--- src/rtl/riscv_pkg.sv ---
// Shared definitions for the RISC-V core slice.
// Contents:
//   LDST_*      funct3 encodings of load/store access size
//   lsu_state_t load/store unit handshake state
//   ldst_misaligned() alignment rule for a (size, addr[1:0]) pair
package riscv_pkg;

    localparam logic [2:0] LDST_B  = 3'd0;
    localparam logic [2:0] LDST_H  = 3'd1;
    localparam logic [2:0] LDST_W  = 3'd2;
    localparam logic [2:0] LDST_BU = 3'd4;
    localparam logic [2:0] LDST_HU = 3'd5;

    typedef enum logic {
        IDLE = 1'b0,
        WAIT = 1'b1
    } lsu_state_t;

    // Halfwords need an even address.
    // Words, including the undefined size codes that are treated as words,
    // need addr[1:0] == 0.
    function automatic logic ldst_misaligned(input logic [2:0] size,
                                             input logic [1:0] addr_lo);
        logic mis;
        case (size)
            LDST_B, LDST_BU: mis = 1'b0;
            LDST_H, LDST_HU: mis = addr_lo[0];
            default:         mis = |addr_lo;
        endcase
        return mis;
    endfunction

endpackage

--- src/rtl/lsu_rd_align.sv ---
// Load-data aligner: selects the addressed byte or halfword of a memory word
// and sign- or zero-extends it to 32 bits.
// Ports:
//   mem_rd  in  32  raw memory read word
//   size    in  3   access size (LDST_* encoding, undefined codes act as W)
//   addr_lo in  2   byte offset within the word
//   rd      out 32  aligned, extended load data
module lsu_rd_align
    import riscv_pkg::*;
(
    input  logic [31:0] mem_rd,
    input  logic [2:0]  size,
    input  logic [1:0]  addr_lo,
    output logic [31:0] rd
);

    logic [7:0]  byte_sel;
    logic [15:0] half_sel;

    assign byte_sel = mem_rd[{addr_lo, 3'b000} +: 8];
    assign half_sel = addr_lo[1] ? mem_rd[31:16] : mem_rd[15:0];

    always_comb begin
        rd = mem_rd;
        case (size)
            LDST_B:  rd = {{24{byte_sel[7]}}, byte_sel};
            LDST_BU: rd = {24'h0, byte_sel};
            LDST_H:  rd = {{16{half_sel[15]}}, half_sel};
            LDST_HU: rd = {16'h0, half_sel};
            default: rd = mem_rd;
        endcase
    end

endmodule

--- src/rtl/riscv_lsu.sv ---
// Load/store unit between the single-cycle core and data memory.
// Turns a raw core request into a word-aligned memory access with byte
// enables and replicated store data, aligns/extends load data, and stalls
// the core until memory answers, a misalignment is rejected or a timeout hits.
// Parameters:
//   TIMEOUT  max WAIT cycles without mem_ready_i before abort (0 = never)
// Ports:
//   clk_i, rst_i (async, active low)
//   core_req_i/we_i/size_i/addr_i/wd_i  core request
//   core_rd_o, core_stall_o             load data and stall back to the core
//   misaligned_o, err_o                 one-cycle abort pulses
//   mem_req_o/we_o/be_o/addr_o/wd_o     memory request
//   mem_rd_i, mem_ready_i               memory response
module riscv_lsu
    import riscv_pkg::*;
#(
    parameter int TIMEOUT = 16
) (
    input  logic        clk_i,
    input  logic        rst_i,
    input  logic        core_req_i,
    input  logic        core_we_i,
    input  logic [2:0]  core_size_i,
    input  logic [31:0] core_addr_i,
    input  logic [31:0] core_wd_i,
    output logic [31:0] core_rd_o,
    output logic        core_stall_o,
    output logic        misaligned_o,
    output logic        err_o,
    output logic        mem_req_o,
    output logic        mem_we_o,
    output logic [3:0]  mem_be_o,
    output logic [31:0] mem_addr_o,
    output logic [31:0] mem_wd_o,
    input  logic [31:0] mem_rd_i,
    input  logic        mem_ready_i
);

    // A zero-width counter is not legal, so TIMEOUT=0 still gets one bit.
    localparam int CNT_W = (TIMEOUT > 0) ? $clog2(TIMEOUT + 1) : 1;

    lsu_state_t       state_reg, state_next;
    logic [CNT_W-1:0] cnt_reg, cnt_next;

    logic        misaligned;
    logic        timeout_hit;
    logic        drive_mem;
    logic        rd_valid;
    logic [3:0]  be;
    logic [31:0] wd_rep;
    logic [31:0] rd_aligned;

    assign misaligned  = ldst_misaligned(core_size_i, core_addr_i[1:0]);
    assign timeout_hit = (TIMEOUT != 0) && (cnt_reg == CNT_W'(TIMEOUT - 1));

    always_ff @(posedge clk_i or negedge rst_i) begin
        if (!rst_i) begin
            state_reg <= IDLE;
            cnt_reg   <= '0;
        end else begin
            state_reg <= state_next;
            cnt_reg   <= cnt_next;
        end
    end

    always_comb begin
        state_next   = state_reg;
        cnt_next     = cnt_reg;
        mem_req_o    = 1'b0;
        core_stall_o = 1'b0;
        misaligned_o = 1'b0;
        err_o        = 1'b0;
        drive_mem    = 1'b0;
        rd_valid     = 1'b0;
        case (state_reg)
            IDLE: begin
                if (core_req_i) begin
                    if (misaligned) begin
                        misaligned_o = 1'b1;
                    end else begin
                        mem_req_o    = 1'b1;
                        core_stall_o = 1'b1;
                        drive_mem    = 1'b1;
                        state_next   = WAIT;
                        cnt_next     = '0;
                    end
                end
            end
            WAIT: begin
                // Core inputs are held stable by the stall, so the memory
                // side keeps being driven from them even if core_req_i drops.
                drive_mem = 1'b1;
                if (mem_ready_i) begin
                    rd_valid   = 1'b1;
                    state_next = IDLE;
                end else if (timeout_hit) begin
                    err_o      = 1'b1;
                    state_next = IDLE;
                end else begin
                    core_stall_o = 1'b1;
                    cnt_next     = cnt_reg + 1'b1;
                end
            end
            default: state_next = IDLE;
        endcase
    end

    always_comb begin
        be     = 4'b1111;
        wd_rep = core_wd_i;
        case (core_size_i)
            LDST_B, LDST_BU: begin
                be     = 4'b0001 << core_addr_i[1:0];
                wd_rep = {4{core_wd_i[7:0]}};
            end
            LDST_H, LDST_HU: begin
                be     = core_addr_i[1] ? 4'b1100 : 4'b0011;
                wd_rep = {2{core_wd_i[15:0]}};
            end
            default: begin
                be     = 4'b1111;
                wd_rep = core_wd_i;
            end
        endcase
    end

    lsu_rd_align u_rd_align (
        .mem_rd  (mem_rd_i),
        .size    (core_size_i),
        .addr_lo (core_addr_i[1:0]),
        .rd      (rd_aligned)
    );

    assign mem_we_o   = drive_mem & core_we_i;
    assign mem_be_o   = drive_mem ? be : 4'b0000;
    assign mem_addr_o = drive_mem ? {core_addr_i[31:2], 2'b00} : 32'h0;
    assign mem_wd_o   = drive_mem ? wd_rep : 32'h0;
    assign core_rd_o  = rd_valid ? rd_aligned : 32'h0;

endmodule

--- config.mk ---
export PLATFORM = sky130hd
export DESIGN_NAME = riscv_lsu
export DESIGN_NICKNAME = d
export VERILOG_FILES = /design/src/rtl/riscv_pkg.sv /design/src/rtl/lsu_rd_align.sv /design/src/rtl/riscv_lsu.sv
export SDC_FILE = /design/constraint.sdc
export NUM_CORES = 1
export LEC_CHECK = 0
export CAP_MARGIN = 10
export CORE_MARGIN = 2
export CORE_UTILIZATION = 26
export CTS_CLUSTER_DIAMETER = 60
export DETAILED_ROUTE_END_ITERATION = 16
export GPL_TIMING_DRIVEN = 0
export PLACE_DENSITY = 0.77
export SETUP_SLACK_MARGIN = 0.02
export SYNTH_ARGS = -nofsm -noshare
export SYNTH_HDL_FRONTEND = slang
export SYNTH_SLANG_ARGS = --single-unit
--- constraint.sdc ---
create_clock -name clk_i -period 1.64 [get_ports clk_i]
set_input_delay 0.328 -clock clk_i [delete_from_list [all_inputs] [get_ports clk_i]]
set_output_delay 0.328 -clock clk_i [all_outputs]
set_load 0.005 [all_outputs]
==> results.cfg <==
[final_layout]
largest_register_ffs = 5
drive_above_1_share = 0.538
final_core_util = 0.702
layout_common_cells = buf_2 (90), clkdlybuf4s50_1 (75), buf_6 (46)
diodes = 0
final_common_cell = buf_2
area_growth_pct = 158
nNetsFinal = 649

[placement]
hpwl_um = 7990
portBuffers = 203
place_congestion = 0.822

[routing]
drtIter0Drc = 149
wirelength_um = 11800
drc = 0
dr.pass1.iters = 4
vias = 3172
route.antenna.remaining_nets = 0
routedWlPerCell_um = 18.5
vias_per_cell = 4.98

[clocking]
tritoncts = done
htree_num_levels = 1
ctsRootBufferMaster = clkbuf_8
path_clk_slew_ns = 0.04
cts_buffers = 3
clk_path_buf_depth = 2
holdBufCountCts = 0
clock_sinks = 6
worst_skew_pair.late_latency_ns = 0.23

[sta]
fin_crit_ns = 2.00
finClkSkew_ns = 0.00619
finalHoldViolCount = 0
finalCritPeriodShare = 1.22
fin_hold_ws_ns = 0.344
setup_slack_ns = -0.356
rsz0062_at_grt = yes
finalSetupViolCount = 106
fmax_mhz = 501
maxSlewViolCount = 0

[run_status]
violations = negative setup slack
status = complete, but fails checks

[pwr]
p_leak_nw = 2.37
ir_worst_vdd_mv = 0.528
p_per_area_mw_per_mm2 = 435

[run]
maxCapViolations = 0

[yosys]
syn_avg_cell_area_um2 = 6.61
synth.ff_latch_count = 6
ys_types = 46
postSynthCellCount = 284
yosysSeqAreaShare = 0.0799
async_flop_share = 1.00
ys_warn_count = 0
synth_edf_count = 0
synthFlopType = dfrtp_1
syn-cell-area_mm2 = 0.00188

[floorplan]
fp.dieH_um = 89.0
die_x_um = 89.0
die-area_mm2 = 0.00792
ioPinCount = 209
row_count = 30
start_util = 0.272
core_mm2 = 0.00691

[min_path]
hp-class = input pin to asynchronous set/reset pin

[global_routing]
grt_use_total = 0.260
antenna_found_initial = 0
grt_first_pass_wirelength_um = 16200
grt_max_degree = 11
overflow = 0
grt_pass1_vias = 3128

[setup_path]
crit_path_end_kind = output pin
path_class = input pin to output pin
worst_setup_path_start_kind = input pin
critical_path_arrival_ns = 1.67
crit_required_ns = 1.31
cp_max_fo = 5
==> Yosys cell counts, types with 2 or more instances <==
library cell / number / area (µm²)
a211oi_1: 2 / 15.0
nand2_1: 53 / 199
buf_2: 8 / 40.0
a31oi_1: 3 / 18.8
inv_1: 5 / 18.8
nand2b_1: 3 / 18.8
nor2_1: 38 / 143
clkbuf_1: 8 / 30.0
mux2i_1: 22 / 220
ha_1: 2 / 25.0
dfrtp_1: 6 / 150
a22oi_1: 5 / 37.5
a22o_1: 5 / 43.8
nor2b_1: 43 / 269
a21oi_2: 9 / 78.8
a21oi_1: 17 / 85.1
and2_1: 2 / 12.5
xor2_1: 2 / 17.5
o21ai_0: 6 / 30.0
mux2_2: 5 / 56.3
buf_4: 4 / 30.0
a222oi_1: 5 / 50.1
nand3_1: 3 / 15.0
buf_6: 6 / 67.6
==> timing repair <==
item	CTS	global route
setup buffers	42	10
setup endpoints to repair	107	107
gates cloned	4	0
pin swaps	24	16
resized for setup	555	92
==> cell families after synthesis <==
family	after synthesis	share of synthesized area
adder cells (fa/ha/maj)	2	0.0133
flip-flops	6	0.0799
multiplexers	28	0.159
XOR/XNOR	2	0.00933
AND/OR/NAND/NOR	153	0.392
AO/OA/AOI/OAI	61	0.245
other	1	0.00200
buffers and inverters	31	0.0993
==> worst max-delay path, stage by stage <==
cell and delay [ns]:
clkdlybuf4s15_1 0.23, mux2i_2 0.29, o22ai_4 0.14, o21ai_4 0.17
buf_6 0.13, buf_6 0.10, buf_8 0.12, nand2_2 0.04
buf_2 0.12
==> power by group <==
part / leakage (nW) / total, mW / switching (mW) / internal (mW)
Clock: 0.0216 / 0.228 / 0.0702 / 0.158
Sequential: 0.0790 / 0.202 / 0.0283 / 0.173
Combinational: 2.27 / 1.68 / 0.721 / 0.956
==> stage by stage <==
step / instance area (µm²) / cells / total power [mW] / setup slack, ns / setup TNS, ns
2_1_floorplan: 2030 / 285 / 0.748 / -0.0391 / -1.28
3_3_place_gp: 4180 / 584 / 1.53 / -1.20 / -99.16
3_5_place_dp: 4180 / 584 / 1.55 / -1.17 / -101.94
4_1_cts: 4480 / 631 / 1.92 / -0.381 / -26.85
5_1_grt: 4850 / 637 / 2.22 / -0.429 / -30.87
6_report: 4850 / 637 / 2.11 / -0.356 / -24.36
==> layer usage <==
layer | track usage | share of wire | vias to the layer above
met1 | 0.302 | 0.36 | 1490
met5 | 0 | 0 | -
met3 | 0.0342 | 0.081 | 33
met4 | 0.0665 | 0.029 | 0
met2 | 0.498 | 0.53 | 158
li1 | - | - | 1491
==> final cells by class <==
type,count,area (µm²)
tap,96,120
inverter,5,22.5
fill,583,2060
clock buffer,3,41.3
buffer,23,300
sequential,6,151
timing repair buffer,256,2170
multi-input combinational,248,2050
==> final timing paths <==
| check | startpoint | to | slack [ns] | cells after the start |
|---|---|---|---|---|
| worst max-delay path | mem_rd_i[7] | core_rd_o[29] | -0.36 | 9 |
| worst min-delay path | rst_i | cnt_reg[3] | 0.34 | 1 |
| worst max register to register | cnt_reg[1] | cnt_reg[3] | -0.14 | 8 |
| worst min register to register | cnt_reg[4] | cnt_reg[4] | 0.55 | 2 |
| max in group asynchronous | rst_i | state_reg | 1.06 | 1 |
| min in group clk_i | cnt_reg[4] | cnt_reg[4] | 0.55 | 2 |
Note: power is estimated with default switching activity, not from simulation.
